**src/rtl/bit_field_reader.sv**
```systemverilog
`default_nettype none
// ============================================================================
// Module   : bit_field_reader
// Purpose  : Pulls MSB-first 0..MAX_LEN bit fields from a one-bit FIFO and
//            returns each one right-aligned. BIT_FIELD_READER_CRC_EN adds a
//            running CRC-16 (poly 0x8005) over every consumed bit.
// Revision : 1.0 - initial release
// ============================================================================
module bit_field_reader #(
  parameter int MAX_LEN = 32,
  parameter int CNT_W   = 16,
  localparam int LW     = $clog2(MAX_LEN) + 1
) (
  input  logic               clk,
  input  logic               rst_n,
  input  logic               flush,
  input  logic               req_valid,
  input  logic [LW-1:0]      req_len,
  input  logic               req_skip,
  output logic               req_ready,
  output logic               fifo_rd_en,
  input  logic               fifo_bit,
  input  logic [CNT_W-1:0]   fifo_count,
  output logic               field_valid,
  output logic [MAX_LEN-1:0] field_data,
  output logic               busy,
  output logic [31:0]        bits_consumed,
  input  logic               crc_clear,
  output logic [15:0]        crc_value
);

  typedef enum logic [1:0] {
    S_IDLE  = 2'd0,
    S_FETCH = 2'd1,
    S_DRAIN = 2'd2,
    S_DONE  = 2'd3
  } state_t;

  localparam logic [LW-1:0] c_MAX_LEN = LW'(MAX_LEN);
  localparam logic [LW-1:0] c_ONE     = LW'(1);

  state_t             r_state;
  logic [LW-1:0]      r_len;
  logic [LW-1:0]      r_issued;
  logic               r_skip;
  logic               r_prev_rd_en;
  logic [MAX_LEN-2:0] r_shreg;

  logic [LW-1:0]      w_len;
  logic               w_can_accept;
  logic               w_active;
  logic               w_bit_in;
  logic [MAX_LEN-1:0] w_shreg_next;

  assign w_len        = (req_len > c_MAX_LEN) ? c_MAX_LEN : req_len;
  // DONE also accepts a request so back-to-back fields lose no cycle.
  assign w_can_accept = (r_state == S_IDLE) || (r_state == S_DONE);
  assign w_active     = (r_state == S_FETCH) || (r_state == S_DRAIN);
  assign w_bit_in     = w_active && r_prev_rd_en && !flush;
  assign w_shreg_next = {r_shreg, fifo_bit};

  assign req_ready    = w_can_accept;
  assign busy         = w_active;
  assign field_valid  = (r_state == S_DONE);
  // The upstream count lags a pop by one cycle, so discount last cycle's pop.
  assign fifo_rd_en   = (r_state == S_FETCH) && !flush && (r_issued < r_len) &&
                        (fifo_count > CNT_W'(r_prev_rd_en));

  always_ff @(posedge clk or negedge rst_n) begin
    if (!rst_n) begin
      r_state       <= S_IDLE;
      r_len         <= '0;
      r_issued      <= '0;
      r_skip        <= 1'b0;
      r_prev_rd_en  <= 1'b0;
      r_shreg       <= '0;
      field_data    <= '0;
      bits_consumed <= '0;
    end else begin
      r_prev_rd_en <= fifo_rd_en;
      if (w_bit_in) begin
        r_shreg       <= w_shreg_next[MAX_LEN-2:0];
        bits_consumed <= bits_consumed + 32'd1;
      end
      if (flush) begin
        r_state <= S_IDLE;
      end else begin
        case (r_state)
          S_IDLE, S_DONE: begin
            r_state <= S_IDLE;
            if (req_valid) begin
              r_len    <= w_len;
              r_skip   <= req_skip;
              r_issued <= '0;
              r_shreg  <= '0;
              if (w_len == '0) begin
                r_state <= S_DONE;
                if (!req_skip) field_data <= '0;
              end else begin
                r_state <= S_FETCH;
              end
            end
          end
          S_FETCH: begin
            if (fifo_rd_en) begin
              r_issued <= r_issued + c_ONE;
              if (r_issued == r_len - c_ONE) r_state <= S_DRAIN;
            end
          end
          S_DRAIN: begin
            if (r_prev_rd_en) begin
              r_state <= S_DONE;
              if (!r_skip) field_data <= w_shreg_next;
            end
          end
          default: r_state <= S_IDLE;
        endcase
      end
    end
  end

`ifdef BIT_FIELD_READER_CRC_EN
  logic [15:0] r_crc;
  logic        w_fb;

  assign w_fb      = r_crc[15] ^ fifo_bit;
  assign crc_value = r_crc;

  always_ff @(posedge clk or negedge rst_n) begin
    if (!rst_n) begin
      r_crc <= 16'hFFFF;
    end else if (crc_clear) begin
      r_crc <= 16'hFFFF;
    end else if (w_bit_in) begin
      r_crc <= {r_crc[14:0], 1'b0} ^ (w_fb ? 16'h8005 : 16'h0000);
    end
  end
`else
  logic w_unused_crc_clear;

  assign w_unused_crc_clear = crc_clear;
  assign crc_value          = 16'hFFFF;
`endif

endmodule
`default_nettype wire

```
**config.mk**
```make
export PLATFORM = sky130hd
export DESIGN_NAME = bit_field_reader
export DESIGN_NICKNAME = d
export VERILOG_FILES = /design/src/rtl/bit_field_reader.sv
export SDC_FILE = /design/constraint.sdc
export NUM_CORES = 1
export LEC_CHECK = 0
export BUFFER_PORTS_ARGS = -buffer_cell sky130_fd_sc_hd__buf_2
export CAP_MARGIN = 10
export CORE_AREA = 10 10 135 137
export CTS_CLUSTER_DIAMETER = 60
export DETAILED_ROUTE_END_ITERATION = 10
export DIE_AREA = 0 0 145 147
export GPL_TIMING_DRIVEN = 1
export PLACE_DENSITY = 0.6
export SLEW_MARGIN = 20
export SYNTH_ARGS = -nofsm -noshare
export SYNTH_HDL_FRONTEND = slang
export SYNTH_SLANG_ARGS = --single-unit
```
**constraint.sdc**
```tcl
create_clock -name clk -period 7.3 [get_ports clk]
set_input_delay 1.46 -clock clk [delete_from_list [all_inputs] [get_ports clk]]
set_output_delay 1.46 -clock clk [all_outputs]
set_load 0.01 [all_outputs]
```
## After elaboration in Yosys (flattened, before gate mapping)

Index checks and enable logic that the tools add are counted.

- Multiplexer cells: 21
- Eq/ne operators: 13
- Add/subtract/negate cells: 3
- Reduce and logical (&&, ||, !) cells: 17
- Bitwise operators: 1
- Magnitude comparators: 3

Operators by type and width:

| kind | count |
|---|---|
| 32-bit 2-to-1 mux | 5 |
| 31-bit 2-to-1 mux | 4 |
| 32-bit one-hot mux with 2 select lines | 1 |
| 32-bit by 1-bit adder with 32-bit output, second input constant | 1 |
| 6-bit 2-to-1 mux | 3 |
| 16-bit by 1-bit > comparator with 1-bit output | 1 |
| 2-bit 2-to-1 mux | 6 |
| 2-bit != test, second input constant | 6 |
| 6-bit one-hot mux with 2 select lines | 1 |
| 7-bit AND reduction | 1 |
| 6-bit by 1-bit adder with 6-bit output, second input constant | 1 |
| 6-bit == test | 1 |
| 6-bit > comparator, second input constant | 1 |
| 6-bit logical NOT | 1 |
| 6-bit less-than comparator | 1 |
| 3-bit != test, second input constant | 2 |
| 2-bit one-hot mux with 3 select lines | 1 |
| 3-bit AND reduction | 2 |
| 6-bit by 1-bit subtractor with 6-bit output, second input constant | 1 |
| 1-bit logical AND | 5 |
| 2-bit == test, second input constant | 2 |
| 4-bit AND reduction | 1 |
| 2-bit nonzero test | 2 |
| 3-bit by 2-bit != test with 1-bit output, second input constant | 1 |
| 6 further kinds | 7 |

- Output and inout port bits: 84
- Register bits after elaboration: 111
- Logic and storage cells: 66

## Logic depth before layout (Yosys ltp)

- Word-level depth: 8
- Depth in mapped cells: 9
- Mapped depth without buffers: 7

## Least setup slack after synthesis

No wires, ideal clock.

- Path kind: in2out
- From: in flush
- To: out fifo_rd_en
- Required time: 5.840 ns
- Stages: 4
- Arrival time: 2.554 ns
- Setup slack: 3.286 ns
- Cell sequence: clkbuf_8 -> a211o_1 -> or4_4 -> nor2_1

- Word-level cells in the longest chain between the ends: 4

RTL lines:

| element | line | RTL |
|---|---|---|
| start, declared | 16 | `input logic flush,` |
| 1-bit logical NOT | 66 | `assign fifo_rd_en = (r_state == S_FETCH) && !flush && (r_issued < r_len) &&` |
| 1-bit logical AND (3 in a row) | 66 |  |
| end, declared | 21 | `output logic fifo_rd_en,` |

No other way between the ends.

## Final worst setup path

Same ends and word-level chain as after synthesis.

==> impl_metrics.tcl <==
set metrics [dict create \
    finalCritPeriodShare_pct 57.7 \
    irDropWorstVdd_mv 0.167 \
    die_width_um 145 \
    htreeDepth 3 \
    hold_buffers 0 \
    path_max_fanout 10 \
    ys_warn_count 0 \
    post_cts_buffers 0 \
    design.die.area_mm2 0.0213 \
    synthDistinctLibCells 43 \
    cts_tree "done" \
    postLayoutCellArea_mm2 0.00627 \
    worstPathArrival_ns 2.75 \
    setup_ws_ns 3.09 \
    start_util_pct 34.2 \
    grt_max_degree 60 \
    multi_input_area_mm2 0.00224 \
    rows 46 \
    rsz0062_at_grt "no" \
    min_path_type "register to register" \
    report.final.slew_viol_count 0 \
    die_h_um 147 \
    io_pins 113 \
    cp.required_ns 5.84 \
    hold_violations 0 \
    fin_util_pct 40.2 \
    grt_pass1_vias 4090 \
    dpl_cell_area_mm2 0.00597 \
    fin_hold_ws_ns 0.480 \
    syn_inst 551 \
    fillCellCount 1537 \
    path_class "input port to output pin" \
    place_hpwl_um 8640 \
    endpoint_kind "output pin" \
    place_congestion 0.853 \
    p_leak_nw 3.20 \
    synth-edff-count 0 \
    ys_ff_latch 111 \
    async_flop_share_pct 100 \
    slew_headroom_pct 43.6 \
    drive_above_1_share_pct 19.3 \
    insertion_delay_ns 0.35 \
    grt_util_all_layers_pct 11.6 \
    clk_pin_slew_ns 0.07 \
    area_growth_syn_to_layout_pct 17.6 \
    status "finished clean" \
    place_ws_ns 3.07 \
    drc 0 \
    cts_buffer_depth 2 \
    fin_tns_setup_ns 0 \
    overflow 0 \
    setup_viol 0 \
    critical_path.startpoint_type "input port" \
    avgViaCountPerCell 4.59 \
    num_vias 3946 \
    antenna_found_initial 0 \
    diodes 0 \
    tightest_slew_ns 0.840 \
    core_mm2 0.0156 \
    cts_resized 0 \
    drt-total-wl_um 12100 \
    grt_pass1_wl_um 20700 \
    period_needed_ns 4.21 \
    ys.flop_type "dfrtp_1" \
    fmax_mhz 237 \
    regArea_mm2 0.00278 \
    drt_iter0_markers 307 \
    avgRoutedWirePerCell_um 14.1 \
    fin_skew_ns 0.0122 \
    ant_nets 0 \
    drt_pass1_iterations 4 \
    p_per_area_mw_per_mm2 300 \
    syn_area_mm2 0.00533 \
    cts.sinks 111 \
    port_buffers 95 \
    clock-root-buffer "clkbuf_16" \
    syn_area_per_cell_um2 9.68 \
    numCtsBuffers 9 \
    seq_area_frac_synth_pct 52.1 \
    num-nets-final 681 \
    cap_violations 0 \
]
==> logic make-up after synthesis <==
kind of cell / after synthesis / synth area share (%)
flip-flops: 111 / 52.1
buffers and inverters: 86 / 7.37
multiplexers: 35 / 6.59
adder cells (fa/ha/maj): 13 / 3.05
AND/OR/NAND/NOR: 208 / 18.1
XOR/XNOR: 36 / 5.91
AO/OA/AOI/OAI: 61 / 6.80
other: 1 / 0.0703
==> worst paths after layout <==
path / start / slack (ns) / end / cells after the start
hold reg to reg: bits_consumed[31]$_DFFE_PN0P_ / 0.48 / bits_consumed[31]$_DFFE_PN0P_ / 1
min in group asynchronous: rst_n / 1.15 / field_data[22]$_DFFE_PN0P_ / 1
max in group asynchronous: rst_n / 4.91 / r_shreg[18]$_DFF_PN0_ / 2
setup reg to reg: r_state[0]$_DFFE_PN0P_ / 4.28 / bits_consumed[29]$_DFFE_PN0P_ / 8
hold / removal: bits_consumed[31]$_DFFE_PN0P_ / 0.48 / bits_consumed[31]$_DFFE_PN0P_ / 1
setup / recovery: flush / 3.09 / fifo_rd_en / 5
==> cell usage after synthesis (all sizes together), types with 2 or more instances <==
cell       n  area share, %
nand3     14            1.3
nand4     13            1.5
nor3      12            1.1
o41ai      2           0.33
xnor2     25            4.1
and4       2           0.33
dfrtp    111             52
and3b      2           0.33
nor2      17            1.2
o21ai      9           0.84
or4        2           0.42
buf       20            2.5
xor2      11            1.8
ha        13            3.1
nor2b      2           0.23
clkbuf    17            1.4
and3       9            1.1
nand3b     5           0.70
a221o      2           0.38
o2bb2ai    2           0.33
nand2b     4           0.47
nand2    117            8.2
mux2i     34            6.4
inv       49            3.4
or3        2           0.23
o211ai     4           0.56
a21oi     36            3.4
nor4       3           0.35
==> cell usage in the layout, fill, tap and decap left out, types with 5 or more instances in the layout <==
master,count
and3_1,9
ha_1,13
o21ai_0,9
clkbuf_16,9
inv_1,48
buf_4,5
dfrtp_1,111
nor2_1,17
a21oi_1,36
nand3_1,13
nand4_1,13
nand2_1,116
mux2i_1,34
xnor2_1,25
nor3_1,11
conb_1,16
nand3b_1,5
xor2_1,11
buf_2,94
==> sequential cells by signal, summed over array words and instances, names as in the netlist <==
name           cells
r_skip             1
r_prev_rd_en       1
field_data        32
bits_consumed     32
r_state            2
r_shreg           31
r_len              6
r_issued           6
==> stage by stage <==
| stage | power (mW) | cells |
|---|---|---|
| finish | 1.88 | 860 |
| global route | 2.02 | 860 |
| CTS | 1.91 | 860 |
| detailed placement | 1.41 | 844 |
| global placement | 1.40 | 844 |
| floorplan | 1.19 | 566 |
==> report_power, final <==
group          switching (mW)  internal [mW]  leakage [nW]
Clock                   0.225          0.267         0.140
Combinational           0.354          0.238          1.54
Sequential             0.0730          0.722          1.53
Total                   0.652           1.23          3.20
==> critical path, cell delays in order <==
cell and delay (ns):
buf_2 0.16, a211o_1 0.25, or4_4 0.51, nor2_1 0.20, buf_2 0.17
==> final cells by class <==
class / instances / area share (%)
Sequential cell: 111 / 44.3
Multi-Input combinational cell: 369 / 35.8
Timing Repair Buffer: 99 / 8.10
Tap cell: 216 / 4.31
Clock buffer: 11 / 3.71
Inverter: 49 / 2.93
Clock inverter: 5 / 0.898
==> routing by layer <==
metal,wire length [um],track usage (%)
met5,0,0
met3,411,2.52
met1,5550,14.4
met4,218,4.14
met2,5920,19.4
No activity file was read; power rests on OpenSTA's default activity.
